## config.mk

```make
export PLATFORM = sky130hd
export DESIGN_NAME = uart_rx_fifo
export DESIGN_NICKNAME = d
export VERILOG_FILES = /design/src/rtl/uart_rx_fifo.sv
export SDC_FILE = /design/constraint.sdc
export NUM_CORES = 1
export LEC_CHECK = 0
export CAP_MARGIN = 20
export CORE_MARGIN = 4
export CORE_UTILIZATION = 64
export DETAILED_ROUTE_END_ITERATION = 10
export PLACE_DENSITY = 0.95
export SLEW_MARGIN = 20
export SYNTH_ARGS = -nofsm -noshare
export SYNTH_HDL_FRONTEND = slang
export SYNTH_SLANG_ARGS = --single-unit
```

## constraint.sdc

```tcl
create_clock -name clk -period 7.4 [get_ports clk]
set_input_delay 1.48 -clock clk [delete_from_list [all_inputs] [get_ports clk]]
set_output_delay 1.48 -clock clk [all_outputs]
set_load 0.1 [all_outputs]
```

## src/rtl/uart_rx_fifo.sv

```systemverilog
`default_nettype none
// ============================================================================
// Module      : uart_rx_fifo
// Description : Oversampling UART receiver with programmable baud divisor,
//               runtime parity / stop-bit selection and a first-word-fall-
//               through receive FIFO with valid/ready pop and sticky overrun.
//               Optional build macro UART_RX_MAJORITY_VOTE_EN selects 2-of-3
//               majority bit decisions instead of a single mid-bit sample.
// Revision    : 1.0 - initial release
// ============================================================================
module uart_rx_fifo #(
   parameter int DATA_BITS  = 8,
   parameter int OVERSAMPLE = 16,
   parameter int DIV_WIDTH  = 16,
   parameter int FIFO_DEPTH = 8
) (
   input  logic                              clk,
   input  logic                              reset_n,
   input  logic                              rx_en,
   input  logic                              rxd,
   input  logic [DIV_WIDTH-1:0]              baud_div,
   input  logic [1:0]                        parity_mode,
   input  logic                              stop_bits,
   output logic [DATA_BITS-1:0]              rx_data,
   output logic                              rx_perr,
   output logic                              rx_ferr,
   output logic                              rx_valid,
   input  logic                              rx_ready,
   output logic                              rx_overrun,
   input  logic                              ovr_clr,
   output logic                              rx_busy,
   output logic [$clog2(FIFO_DEPTH+1)-1:0]   fifo_count
);

   localparam int c_OS_W  = $clog2(OVERSAMPLE);
   localparam int c_IDX_W = (DATA_BITS > 1) ? $clog2(DATA_BITS) : 1;
   localparam int c_PTR_W = (FIFO_DEPTH > 1) ? $clog2(FIFO_DEPTH) : 1;
   localparam int c_CNT_W = $clog2(FIFO_DEPTH+1);
   localparam int c_ENT_W = DATA_BITS + 2;

   localparam logic [c_OS_W-1:0]  c_D_START  = c_OS_W'(OVERSAMPLE/2 - 1);
   localparam logic [c_OS_W-1:0]  c_D_BIT    = c_OS_W'(OVERSAMPLE - 1);
   localparam logic [c_OS_W-1:0]  c_OS_ONE   = c_OS_W'(1);
   localparam logic [c_IDX_W-1:0] c_LAST_IDX = c_IDX_W'(DATA_BITS - 1);
   localparam logic [c_IDX_W-1:0] c_IDX_ONE  = c_IDX_W'(1);
   localparam logic [c_CNT_W-1:0] c_FULL_CNT = c_CNT_W'(FIFO_DEPTH);
   localparam logic [c_CNT_W-1:0] c_CNT_ONE  = c_CNT_W'(1);
   localparam logic [c_PTR_W-1:0] c_PTR_ONE  = c_PTR_W'(1);

   localparam logic [2:0] c_S_IDLE   = 3'd0;
   localparam logic [2:0] c_S_START  = 3'd1;
   localparam logic [2:0] c_S_DATA   = 3'd2;
   localparam logic [2:0] c_S_PARITY = 3'd3;
   localparam logic [2:0] c_S_STOP1  = 3'd4;
   localparam logic [2:0] c_S_STOP2  = 3'd5;

   logic                 r_rxd_s1, r_rxd_s2;
   logic [DIV_WIDTH-1:0] r_div_cnt, r_div_lat;
   logic [1:0]           r_par_mode;
   logic                 r_stop2;
   logic [2:0]           r_state;
   logic [c_OS_W-1:0]    r_os_cnt;
   logic [c_IDX_W-1:0]   r_bit_idx;
   logic [DATA_BITS-1:0] r_shift;
   logic                 r_perr, r_ferr;

   logic [c_ENT_W-1:0]   r_mem [FIFO_DEPTH];
   logic [c_PTR_W-1:0]   r_wr_ptr, r_rd_ptr;
   logic [c_CNT_W-1:0]   r_count;
   logic                 r_overrun;

   logic                 w_tick, w_bit, w_at_d, w_par_en, w_par_exp;
   logic [c_OS_W-1:0]    w_dcnt;
   logic                 w_push, w_pop, w_wr, w_drop, w_full, w_empty;
   logic [c_ENT_W-1:0]   w_entry, w_head;

   // Two-flop synchroniser for the asynchronous serial pad, idles high
   always_ff @(posedge clk or negedge reset_n) begin
      if (!reset_n) begin
         r_rxd_s1 <= 1'b1;
         r_rxd_s2 <= 1'b1;
      end else begin
         r_rxd_s1 <= rxd;
         r_rxd_s2 <= r_rxd_s1;
      end
   end

   assign w_tick = rx_en && (r_div_cnt == '0);

   // Sample-tick down-counter; parked at the divisor while disabled
   always_ff @(posedge clk or negedge reset_n) begin
      if (!reset_n)
         r_div_cnt <= '0;
      else if (!rx_en)
         r_div_cnt <= baud_div;
      else if (w_tick)
         r_div_cnt <= (r_state == c_S_IDLE) ? baud_div : r_div_lat;
      else
         r_div_cnt <= r_div_cnt - 1'b1;
   end

   // Line configuration is captured only between frames
   always_ff @(posedge clk or negedge reset_n) begin
      if (!reset_n) begin
         r_div_lat  <= '0;
         r_par_mode <= 2'b00;
         r_stop2    <= 1'b0;
      end else if (r_state == c_S_IDLE) begin
         r_div_lat  <= baud_div;
         r_par_mode <= parity_mode;
         r_stop2    <= stop_bits;
      end
   end

   assign w_dcnt    = (r_state == c_S_START) ? c_D_START : c_D_BIT;
   assign w_at_d    = (r_os_cnt == w_dcnt);
   assign w_par_en  = (r_par_mode == 2'b01) || (r_par_mode == 2'b10);
   assign w_par_exp = (^r_shift) ^ (r_par_mode == 2'b10);

`ifdef UART_RX_MAJORITY_VOTE_EN
   logic r_vote0, r_vote1;

   // Capture the two samples preceding the deciding tick of each bit
   always_ff @(posedge clk or negedge reset_n) begin
      if (!reset_n) begin
         r_vote0 <= 1'b1;
         r_vote1 <= 1'b1;
      end else if (w_tick && (r_state != c_S_IDLE)) begin
         if (r_os_cnt == w_dcnt - c_OS_ONE - c_OS_ONE)
            r_vote0 <= r_rxd_s2;
         if (r_os_cnt == w_dcnt - c_OS_ONE)
            r_vote1 <= r_rxd_s2;
      end
   end

   assign w_bit = (r_vote0 & r_vote1) | (r_vote0 & r_rxd_s2) | (r_vote1 & r_rxd_s2);
`else
   assign w_bit = r_rxd_s2;
`endif

   // The frame completes on the deciding tick of its last stop bit
   assign w_push  = w_tick && w_at_d &&
                    (((r_state == c_S_STOP1) && !r_stop2) || (r_state == c_S_STOP2));
   assign w_entry = {r_ferr | ~w_bit, r_perr, r_shift};

   // Frame FSM; dropping rx_en abandons any partial frame
   always_ff @(posedge clk or negedge reset_n) begin
      if (!reset_n) begin
         r_state   <= c_S_IDLE;
         r_os_cnt  <= '0;
         r_bit_idx <= '0;
         r_shift   <= '0;
         r_perr    <= 1'b0;
         r_ferr    <= 1'b0;
      end else if (!rx_en) begin
         r_state  <= c_S_IDLE;
         r_os_cnt <= '0;
      end else if (w_tick) begin
         if (r_state != c_S_IDLE)
            r_os_cnt <= w_at_d ? '0 : r_os_cnt + c_OS_ONE;
         case (r_state)
            c_S_IDLE: begin
               if (!r_rxd_s2) begin
                  r_state  <= c_S_START;
                  r_os_cnt <= '0;
                  r_perr   <= 1'b0;
                  r_ferr   <= 1'b0;
               end
            end
            c_S_START: begin
               if (w_at_d) begin
                  r_state   <= w_bit ? c_S_IDLE : c_S_DATA;
                  r_bit_idx <= '0;
               end
            end
            c_S_DATA: begin
               if (w_at_d) begin
                  r_shift[r_bit_idx] <= w_bit;
                  if (r_bit_idx == c_LAST_IDX)
                     r_state <= w_par_en ? c_S_PARITY : c_S_STOP1;
                  else
                     r_bit_idx <= r_bit_idx + c_IDX_ONE;
               end
            end
            c_S_PARITY: begin
               if (w_at_d) begin
                  r_perr  <= (w_bit != w_par_exp);
                  r_state <= c_S_STOP1;
               end
            end
            c_S_STOP1: begin
               if (w_at_d) begin
                  r_ferr  <= r_ferr | ~w_bit;
                  r_state <= r_stop2 ? c_S_STOP2 : c_S_IDLE;
               end
            end
            c_S_STOP2: begin
               if (w_at_d)
                  r_state <= c_S_IDLE;
            end
            default: r_state <= c_S_IDLE;
         endcase
      end
   end

   assign w_full  = (r_count == c_FULL_CNT);
   assign w_empty = (r_count == '0);
   assign w_pop   = !w_empty && rx_ready;
   assign w_wr    = w_push && (!w_full || w_pop);
   assign w_drop  = w_push && w_full && !w_pop;

   // FIFO storage; contents are only observed while non-empty
   always_ff @(posedge clk) begin
      if (w_wr)
         r_mem[r_wr_ptr] <= w_entry;
   end

   // FIFO pointers, occupancy and sticky overrun (new overrun beats clear)
   always_ff @(posedge clk or negedge reset_n) begin
      if (!reset_n) begin
         r_wr_ptr  <= '0;
         r_rd_ptr  <= '0;
         r_count   <= '0;
         r_overrun <= 1'b0;
      end else begin
         if (w_wr)
            r_wr_ptr <= r_wr_ptr + c_PTR_ONE;
         if (w_pop)
            r_rd_ptr <= r_rd_ptr + c_PTR_ONE;
         if (w_wr && !w_pop)
            r_count <= r_count + c_CNT_ONE;
         else if (w_pop && !w_wr)
            r_count <= r_count - c_CNT_ONE;
         if (w_drop)
            r_overrun <= 1'b1;
         else if (ovr_clr)
            r_overrun <= 1'b0;
      end
   end

   assign w_head     = r_mem[r_rd_ptr];
   assign rx_valid   = !w_empty;
   assign rx_data    = rx_valid ? w_head[DATA_BITS-1:0] : '0;
   assign rx_perr    = rx_valid & w_head[DATA_BITS];
   assign rx_ferr    = rx_valid & w_head[DATA_BITS+1];
   assign rx_overrun = r_overrun;
   assign rx_busy    = (r_state != c_S_IDLE);
   assign fifo_count = r_count;

endmodule
`default_nettype wire
```

Word-level counts from Yosys, hierarchy flattened
Memories as Yosys holds them, arrays and structs flattened.
Index checks and enable logic that the tools add are counted.
Word-level totals
  flip-flop bits (word level): 68
  bits in latches: 0
  RAM bits: 80
  ROM bits: 0
  input bits: 25
  output and inout bits: 17
  word-level logic and storage cells: 131
  memories: 1
Memories
  r_mem: words 8, width 10, read ports 1, clocked after Yosys merged registers in 0, wr ports 1, RTL line 67  | logic [c_ENT_W-1:0] r_mem [FIFO_DEPTH];
Cells by class
  add/sub/neg operators: 7
  multipliers: 0
  divide/modulo/power cells: 0
  $lt $le $gt $ge: 2
  eq/ne operators: 25
  shift operators: 0
  muxes and demuxes: 41
  bitwise operators: 5
  reduce and logical (&&, ||, !) cells: 34
Operators with widths (count)
  16-bit two-way mux: 3
  3-bit two-way mux: 13
  4-bit two-way mux: 9
  3-bit inequality test, second input constant: 7
  3-bit one-hot mux with 6 select lines: 1
  16-bit logical NOT: 1
  16-bit by 1-bit subtractor with 16-bit output, second input constant: 1
  2-bit inequality test, second input constant: 6
  1-bit logical AND: 11
  5-bit AND reduction: 2
  2-bit nonzero test: 5
  3-bit by 1-bit adder with 3-bit output, second input constant: 3
  3-bit == test, second input constant: 3
  4-bit by 1-bit adder with 4-bit output, second input constant: 2
  8-bit bitwise mux: 1
  1-bit two-way mux: 8
  8-bit two-way mux: 1
  8-bit AND reduction: 1
  8-bit XOR reduction: 1
  3-bit by 2-bit == test with 1-bit output, second input constant: 2
  3-bit one-hot mux with 2 select lines: 1
  6-bit AND reduction: 1
  1-bit logical NOT: 5
  4-bit == test: 1
  21 further kinds: 25

Logic depth before layout (Yosys ltp)
  depth after elaboration: 10
  mapped depth: 15
  mapped depth without buffers: 15

Least setup slack after synthesis
No wires, ideal clock.
  path type: reg-to-output
  from: register r_count[1] (netlist: fifo_count[1])
  to: output rx_data[0]
  arrival time: 2.688 ns
  required time: 5.920 ns
  slack: 3.232 ns
  stages on the path, launching flop included: 4
  cells stage by stage: dfrtp_1 > nor4_1 > clkbuf_1 > nor2_1
On the way
  longest elaborated chain between the ends: 2
RTL lines
  start: declaration: RTL line 69  | logic [c_CNT_W-1:0] r_count;
  start signal: assignment: RTL line 231  | r_count <= r_count + c_CNT_ONE;
  start signal: assignment: RTL line 233  | r_count <= r_count - c_CNT_ONE;
  4-bit logical NOT: RTL line 207  | assign w_empty = (r_count == '0);
  8-bit two-way mux: RTL line 243  | assign rx_data = rx_valid ? w_head[DATA_BITS-1:0] : '0;
  end: declaration: RTL line 24  | output logic [DATA_BITS-1:0] rx_data,
No other way between the ends.

Worst setup path after layout
  from: register r_rd_ptr[1]
  to: output rx_data[3]
On the way
  longest elaborated chain between the ends: 2
RTL lines
  start: declaration: RTL line 68  | logic [c_PTR_W-1:0] r_wr_ptr, r_rd_ptr;
  start signal: assignment: RTL line 229  | r_rd_ptr <= r_rd_ptr + c_PTR_ONE;
  memory 8 x 10 bit
  8-bit two-way mux: RTL line 243
No other way between the ends.

==> flow_metrics.py <==
metrics = {
    "run_status": {
        "status": "complete, no violations",
    },
    "clocking": {
        "insertion_delay_ns": 0.52,
        "cts-hold-fix-buffers": 0,
        "htree_levels": 4,
        "cts_inserted_buffers": 17,
        "clk_pin_slew_worst_paths_ns": 0.07,
        "cts_sinks": 148,
        "clock_path_buffers": 2,
        "cts_root_buffer": "clkbuf_8",
        "cts_tree": "yes",
        "cts-resized-gates": 0,
        "cts_setup_buffers": 0,
    },
    "cells_and_area": {
        "final_area_sq_um": 7950,
        "fin_cells": 712,
        "syn_to_final_growth_pct": 17.3,
        "drive_gt1_share_pct": 16.3,
        "fin_nets": 600,
        "antennaDiodeCount": 0,
    },
    "floorplan": {
        "die_w_microns": 111,
        "rows": 37,
        "initial_core_util_pct": 65.7,
        "io_pins": 42,
        "fp.dieH_microns": 111,
        "die_area_sq_um": 12300,
        "core_area_sq_um": 10300,
    },
    "yosys": {
        "synthMuxAreaShare_pct": 12.4,
        "synth_fa_ha_area_share_pct": 2.33,
        "synth_common_cells": "edfxtp_1, dfrtp_1, nand2_1, nor2_1, xnor2_1",
        "synth_simple_gate_area_share_pct": 12.9,
        "netlist.area_leader.share_pct": 35.4,
        "synth_xor_area_share_pct": 3.49,
        "yosys.area.top_type": "edfxtp_1",
        "synth_top_family_by_area": "simple AND/OR/NAND/NOR gates",
        "synth_area_leaders": "edfxtp_1, dfrtp_1, mux4_2",
        "synth_flop_cell": "edfxtp_1",
        "ys_ff_latch": 148,
        "synth.cell_area_sq_um": 6780,
        "synth-compound-area-share_pct": 6.22,
        "synth_seq_area_share_pct": 60.6,
        "synth.most_common_cell": "edfxtp_1",
        "synthCells": 519,
        "yosysUniqueCellTypes": 57,
        "synth-edff-count": 80,
        "yosysWarningCount": 0,
        "synth_nets": 556,
        "synthArstFlopShare_pct": 45.9,
        "syn_avg_cell_area_sq_um": 13.1,
    },
    "worst_setup_path": {
        "setup.worst_path.end_class": "output port",
        "crit_buf_inv": 1,
        "r2r_slack_ns": 3.81,
        "timing.rr.end": "fifo_count[3]",
        "ff2ff_path_depth": 13,
        "arrival_ns": 3.28,
        "critPathMaxFanout": 22,
        "cp.required_ns": 5.92,
        "path_class": "reg2out",
        "max_stage_delay_ns": 1.14,
        "path_cells": "mux4_2, mux2i_1, nor2_1, clkdlybuf4s50_1",
        "worst_r2r_startpoint": "r_div_cnt[4]",
        "crit_path_top_delay_cell": "clkdlybuf4s50_1",
        "critPathTopFamily": "buffers and inverters",
        "start_kind": "register",
    },
    "grt": {
        "grt_pass1_wl_microns": 25000,
        "grt_usage_pct": 25.9,
        "grt_max_degree": 69,
        "first_global_vias": 4740,
        "antenna_found_initial": 0,
        "gr-total-overflow": 0,
    },
    "worst_hold_path": {
        "min_path_cells": 0,
        "hp-start": "r_rxd_s1",
        "holdPathEnd": "r_rxd_s2",
        "hold_class": "reg2reg",
    },
    "place": {
        "place.gp.congestion": 0.886,
        "portBuffers": 41,
        "dp_hpwl_microns": 9380,
        "dpl-instance-area_sq_um": 7340,
        "dp.cells": 680,
    },
    "timing": {
        "slew_headroom_pct": 26.0,
        "fmax_ghz": 0.210,
        "finalHoldViolCount": 0,
        "slew_violations": 0,
        "fin_tns_setup_ns": 0,
        "finalHoldWorstSlack_ns": 0.362,
        "fin_skew_ns": 0.00988,
        "rsz0062_at_grt": "no",
        "setup_violations": 0,
        "worst-slew-pin-transition_ns": 1.10,
        "min_period_ns": 4.76,
        "period_share_pct": 64.3,
    },
    "power": {
        "powerDensity_nw_per_um2": 232,
        "intPower_mw": 1.42,
        "seqPwrFrac_pct": 48.7,
        "switchingPower_uw": 431,
        "ir_drop_uv": 122,
        "pwr-share-clk_pct": 46.7,
        "pwr-share-comb_pct": 4.6,
        "p_sw_share_pct": 23.3,
        "power.leakage_nw": 3.12,
    },
    "drt": {
        "drt-initial-drc-count": 470,
        "wl_per_cell_microns": 21.4,
        "vias_per_cell": 6.43,
        "postRouteAntennaNets": 0,
        "dr.pass1.iters": 5,
        "drc": 0,
        "vias": 4580,
        "wl_microns": 15200,
    },
    "run": {
        "drv_cap": 0,
    },
}
layout make-up:
type	count	area (sq um)
clock buffers	17	414
clock inverters	15	191
fillers	559	2370
inverters	14	52.6
multi-input cells	333	2550
flip-flops and latches	148	4110
well taps	136	170
repair buffers	49	465
registers in the layout, indices dropped and copies added, names as in the netlist, 2 cells and up:
name and cells:
r_shift 8, r_div_lat 16, r_par_mode 2, r_rd_ptr 3, r_os_cnt 4, r_state 3
r_div_cnt 16, fifo_count 4, r_bit_idx 3, r_wr_ptr 3, r_mem 80
power groups by stage:
stage | logic [mW] | clock network, mW | registers [mW]
floorplan | 0.0523 | 0 | 0.910
global placement | 0.0816 | 0 | 0.913
detailed placement | 0.0849 | 0 | 0.915
CTS | 0.0858 | 0.870 | 0.899
global route | 0.0956 | 0.912 | 0.901
finish | 0.0852 | 0.863 | 0.900
per-layer routing:
metal | vias to the layer above | routed length [microns] | GRT usage, % | share of wire, %
met3 | 48 | 996 | 5.73 | 6.5
met1 | 2261 | 5790 | 32.2 | 38
li1 | 2027 | - | - | -
met2 | 244 | 8040 | 45.0 | 53
met5 | - | 0 | 0 | 0
met4 | 0 | 409 | 9.20 | 2.7
cells by family after synthesis:
| group | Yosys count |
|---|---|
| flip-flops | 148 |
| XOR/XNOR | 27 |
| buffers and inverters | 38 |
| multiplexers | 56 |
| adder cells (fa/ha/maj) | 12 |
| AND/OR/NAND/NOR | 171 |
| AO/OA/AOI/OAI | 67 |
placed cells by master (no fill, tap or decap), drive strengths merged, types with 3 or more instances in the layout:
master         instances
nor3                  16
a21oi                 18
clkbuf                17
nor4b                  3
xor2                   4
o21ai                 20
or4                    4
nand3                 16
nor3b                  6
a21o                   6
nor4                   9
mux2                  22
or3                    5
clkinv                 5
clkdlybuf4s50         40
nor2                  27
mux4                  20
nand2b                 6
ha                    11
o2bb2ai                4
buf                    9
edfxtp                80
nand4                  6
dfrtp                 66
a31oi                  4
inv                   20
nand2                 65
mux2i                 14
xnor2                 23
metrics by stage:
step                      setup slack (ns)  utilization, %  total power [mW]
after CTS                             2.63            76.9              1.85
after detailed placement              2.66            71.1              1.00
after global routing                  2.51            77.0              1.91
after global placement                2.85            71.1             0.995
final                                 2.64            77.0              1.85
after floorplan                       3.23               -             0.962
worst register-to-register path, cell delays in order (launching register included):
cell	delay [ns]
dfrtp_1	0.45
or4_1	0.65
nor4_1	0.29
and4bb_1	0.37
nand2_2	0.20
inv_1	0.12
ha_1	0.20
inv_1	0.10
ha_1	0.30
a21o_1	0.19
a21oi_1	0.21
xnor2_1	0.17
nor2_1	0.08
xor2_1	0.15
worst max-delay path by stage:
stage	startpoint	to	slack, ns	cells after the start
after floorplan	fifo_count[1]	rx_data[0]	3.23	3
after global placement	rx_en	fifo_count[3]	2.85	13
after detailed placement	rx_en	fifo_count[3]	2.66	13
after CTS	r_rd_ptr[1]	rx_data[1]	2.63	4
after global routing	r_rd_ptr[1]	rx_data[5]	2.51	4
final	r_rd_ptr[1]	rx_data[3]	2.64	4
(Power assumes the default switching activity.)
